## src/rtl/descrambler_sync.sv

```systemverilog
// Receive-side x^7+x^4+1 descrambler: rebuilds the scrambler state from the seven
// SERVICE bits of each frame, then descrambles the remaining bits one per valid cycle.
module descrambler_sync #(
    parameter int LEN_W = 16
) (
    input  logic             clk,
    input  logic             reset,
    input  logic             sof,
    input  logic             in_valid,
    input  logic             x_in,
    input  logic [LEN_W-1:0] num_bits,
    output logic             x_descrambled,
    output logic             out_valid,
    output logic [6:0]       seed_out,
    output logic             seed_valid,
    output logic             seed_err,
    output logic             frame_done
);

    typedef enum logic [1:0] {IDLE, SEED, DESC} state_t;

    state_t           state, state_n;
    logic [6:0]       lfsr, lfsr_n;
    logic [LEN_W-1:0] count, count_n;
    logic [LEN_W-1:0] len, len_n;
    logic             xd_n, ov_n, sv_n, err_n, fd_n;
    logic [6:0]       seed_n;
    logic [6:0]       shifted;
    logic             fb;

    // r holds {s1..s7}; unwinds seven scrambler steps back to the initial state
    function automatic logic [6:0] back_seed(input logic [6:0] r);
        logic [6:0] a;
        a[0] = r[0] ^ r[4];
        a[1] = r[1] ^ r[5];
        a[2] = r[2] ^ r[6];
        a[3] = r[3] ^ a[0];
        a[4] = r[4] ^ a[1];
        a[5] = r[5] ^ a[2];
        a[6] = r[6] ^ a[3];
        return a;
    endfunction

    assign shifted = {lfsr[5:0], x_in};
    assign fb      = lfsr[6] ^ lfsr[3];

    always_comb begin
        state_n = state;
        lfsr_n  = lfsr;
        count_n = count;
        len_n   = len;
        xd_n    = x_descrambled;
        ov_n    = 1'b0;
        sv_n    = 1'b0;
        seed_n  = seed_out;
        err_n   = seed_err;
        fd_n    = 1'b0;
        if (in_valid) begin
            if (sof) begin
                // a start of frame always wins, even in the middle of another frame
                len_n   = (num_bits == '0) ? LEN_W'(1) : num_bits;
                lfsr_n  = shifted;
                count_n = LEN_W'(1);
                err_n   = 1'b0;
                xd_n    = 1'b0;
                ov_n    = 1'b1;
                state_n = SEED;
                if (len_n == LEN_W'(1)) begin
                    fd_n    = 1'b1;
                    state_n = IDLE;
                end
            end else begin
                case (state)
                    SEED: begin
                        lfsr_n  = shifted;
                        count_n = count + LEN_W'(1);
                        xd_n    = 1'b0;
                        ov_n    = 1'b1;
                        if (count_n == LEN_W'(7)) begin
                            sv_n    = 1'b1;
                            seed_n  = back_seed(shifted);
                            err_n   = (seed_n == 7'h00);
                            state_n = DESC;
                        end
                        if (count_n == len) begin
                            fd_n    = 1'b1;
                            state_n = IDLE;
                        end
                    end
                    DESC: begin
                        lfsr_n  = {lfsr[5:0], fb};
                        count_n = count + LEN_W'(1);
                        xd_n    = x_in ^ fb;
                        ov_n    = 1'b1;
                        if (count_n == len) begin
                            fd_n    = 1'b1;
                            state_n = IDLE;
                        end
                    end
                    default: begin
                    end
                endcase
            end
        end
    end

    always_ff @(posedge clk or posedge reset) begin
        if (reset) begin
            state         <= IDLE;
            lfsr          <= 7'h00;
            count         <= '0;
            len           <= '0;
            x_descrambled <= 1'b0;
            out_valid     <= 1'b0;
            seed_out      <= 7'h00;
            seed_valid    <= 1'b0;
            seed_err      <= 1'b0;
            frame_done    <= 1'b0;
        end else begin
            state         <= state_n;
            lfsr          <= lfsr_n;
            count         <= count_n;
            len           <= len_n;
            x_descrambled <= xd_n;
            out_valid     <= ov_n;
            seed_out      <= seed_n;
            seed_valid    <= sv_n;
            seed_err      <= err_n;
            frame_done    <= fd_n;
        end
    end

endmodule

```

## config.mk

```make
export PLATFORM = sky130hd
export DESIGN_NAME = descrambler_sync
export DESIGN_NICKNAME = d
export VERILOG_FILES = /design/src/rtl/descrambler_sync.sv
export SDC_FILE = /design/constraint.sdc
export NUM_CORES = 1
export LEC_CHECK = 0
export BUFFER_PORTS_ARGS = -buffer_cell sky130_fd_sc_hd__buf_2
export CAP_MARGIN = 20
export CELL_PAD_IN_SITES_DETAIL_PLACEMENT = 0
export CELL_PAD_IN_SITES_GLOBAL_PLACEMENT = 2
export CORE_UTILIZATION = 38
export DETAILED_ROUTE_END_ITERATION = 16
export GPL_TIMING_DRIVEN = 1
export PLACE_DENSITY = 0.91
export RECOVER_POWER = 25
export SLEW_MARGIN = 40
export SYNTH_ARGS = -nofsm -noshare
export SYNTH_HDL_FRONTEND = slang
export SYNTH_SLANG_ARGS = --single-unit
```

## constraint.sdc

```tcl
create_clock -name clk -period 2.9 [get_ports clk]
set_input_delay 0.435 -clock clk [delete_from_list [all_inputs] [get_ports clk]]
set_output_delay 0.435 -clock clk [all_outputs]
set_load 0.005 [all_outputs]
```

==> metrics.yaml <==
run_status:
  status: "finished, final reports clean"
setup_path:
  reg2reg_to: "seed_out[0]"
  crit_path_end_kind: "flop"
  crit_fanout: 14
  criticalPathCategory: "flop to flop"
  reg2reg_from: "count[5]"
  r2r_cells: 7
  start_kind: "flop"
  cp.arrival_ns: 2.89
  r2r_setup_slack_ns: 0.21
  required_ns: 3.10
clock_network:
  insertion_delay_ns: 0.31
  cts.htree.levels: 2
  cts-hold-fix-buffers: 0
  clk_pin_slew_worst_paths_ns: 0.10
  cts.sinks: 53
  ctsResizeCount: 0
  post_cts_buffers: 0
  clock_path_buffers: 2
  clock_tree.root_cell: "clkbuf_8"
  cts_tree: "done"
  cts_buffers: 5
synthesis:
  synth-xor-area-share_pct: 9.42
  synth_top_family_by_area: "simple AND/OR/NAND/NOR gates"
  synth_area_leaders: "dfrtp_1 40%, xnor2_1 6.5%, mux2_2 5.4%, o21ai_0 3.7%, nand2_1 3.1%"
  syn_inst: 342
  synth_edf_count: 0
  syn_area_um2: 3350
  yosys.area.top_type: "dfrtp_1"
  yosysUniqueCellTypes: 60
  ys_seq_area_share_pct: 39.6
  synthSimpleGateAreaFrac_pct: 20.0
  yosysWarnings: 0
  synthAdderAreaFrac_pct: 1.49
  async_flop_share_pct: 100
  avgSynthCellArea_um2: 9.79
  synth_compound_area_share_pct: 18.3
  synth_seq_cells: 53
  synth_fp_nets: 367
  yosysTopAreaCellShare_pct: 39.6
  synth.area.mux_share_pct: 5.68
  synthFlopType: "dfrtp_1"
sta:
  finalSetupViolCount: 0
  rsz0062_at_grt: "no"
  worst_hold_slack_ns: 0.331
  hold_viol: 0
  min_period_ns: 2.69
  clock_skew_ns: 0.00630
  max-slew-margin-rel_pct: 13.2
  tns_ns: 0
  min_period_over_period_pct: 92.8
  final.setup.worst_slack_ns: 0.210
  max_freq_mhz: 372
  worst_pin_slew_ns: 1.30
  finalMaxSlewViolations: 0
placement:
  dp_slack_ns: 0.256
  dp_hpwl_um: 5920
  dp.cells: 460
  place.gp.congestion: 0.846
  io_buffers: 32
routing:
  dr.pass1.iters: 4
  vias: 2666
  routed_wl_um: 7970
  wl_per_cell_um: 17.0
  drt_iter0_markers: 190
  vias_per_cell: 5.70
  postRouteAntennaNets: 0
  route.detailed.drc: 0
grt:
  first_global_vias: 2437
  grt_pass1_wl_um: 13000
  antenna_found_initial: 0
  grt_use_total_pct: 18.7
  grt_overflow: 0
  grt_start_max_net_pins: 54
pwr:
  peakVddDrop_uv: 343
  power_mw: 1.95
  leakage_nw: 1.59
  p_per_area_nw_per_um2: 537
finish:
  area_growth_pct: 8.60
  final_cell_count_no_fill: 468
  mostFrequentLayoutCell: "dfrtp_1"
  diodes: 0
  num-nets-final: 387
  drive_gt1_share_pct: 22.9
  most-common-layout-cells: "53 x dfrtp_1, 32 x buf_2, 28 x nand2_1"
die:
  die_y_um: 95.9
  initial_core_util_pct: 39.9
  core_um2: 8380
  fp.dieArea_um2: 9190
  rows: 33
  die_w_um: 95.9
  io_pins: 33
hold_path:
  hp-class: "input port to flop"
  min_to: "len[14]"
  hold_depth: 3
  hp-start: "num_bits[14]"
job:
  drv_cap: 0
metrics by stage:
stage	cell area, um2	utilization, %
floorplan	3350	-
global placement	3550	42.4
detailed placement	3550	42.4
CTS	3640	43.4
global route	3640	43.4
finish	3640	43.4
report_power, final:
part	internal [mW]	switching (mW)	total, mW
combinational	0.272	0.261	0.533
clock	0.173	0.263	0.436
sequential	0.852	0.131	0.983
total	1.30	0.655	1.95
per-layer routing:
layer | vias to the layer above | routed length (um) | GRT usage (%)
li1 | 1295 | - | -
met2 | 77 | 3540 | 28.0
met5 | - | 0 | 0
met4 | 0 | 127 | 5.85
met1 | 1283 | 3920 | 28.3
met3 | 11 | 391 | 1.74
state kept, by name (all words and copies together) (netlist names):
name and count:
count 16, len 16, x_descrambled 1, seed_out 7, state 2, lfsr 7
out_valid 1, frame_done 1, seed_valid 1, seed_err 1
critical path: stages, from the launching register on:
cell and delay (ns):
dfrtp_1 0.51, and4_1 0.57, nand4_1 0.33, xor2_1 0.22, and4_1 0.28, nand3_2 0.16, inv_2 0.16, mux2_2 0.34
synth_stat cells (all sizes together) (5+ instances only):
library cell / count
dfrtp: 53
nand2: 28
o21ai: 26
xnor2: 25
buf: 16
mux2: 16
nor2: 13
clkbuf: 12
nand4: 12
a22o: 11
xor2: 11
nand3: 9
inv: 8
a21oi: 7
and4: 7
o31ai: 7
nand3b: 6
nor2b: 6
nor4: 6
and3: 5
worst max path at each step:
stage / startpoint / to / slack, ns / cells after the start
after floorplan: count[0] / seed_out[0] / 0.55 / 10
after global placement: count[0] / state[0] / 0.29 / 8
after detailed placement: count[0] / state[0] / 0.26 / 8
after CTS: count[5] / seed_out[0] / 0.24 / 7
after global routing: count[5] / seed_out[0] / 0.05 / 7
final: count[5] / seed_out[0] / 0.21 / 7
cells by family (layout without fill, tap and decap cells):
logic type | count (synthesis) | in the layout
buf+inv | 36 | 57
mux | 17 | 17
fa+ha+maj | 4 | 4
compound gates | 84 | 84
xor+xnor | 36 | 36
simple gates | 112 | 112
flops | 53 | 53
final cells by class:
class | instances | area (um2)
clock inverters | 2 | 13.8
clock buffers | 6 | 72.6
well taps | 105 | 131
repair buffers | 41 | 225
fillers | 819 | 4750
inverters | 8 | 30.0
multi-input cells | 253 | 1840
flip-flops and latches | 53 | 1330
Note: power is estimated with default switching activity, not from simulation.
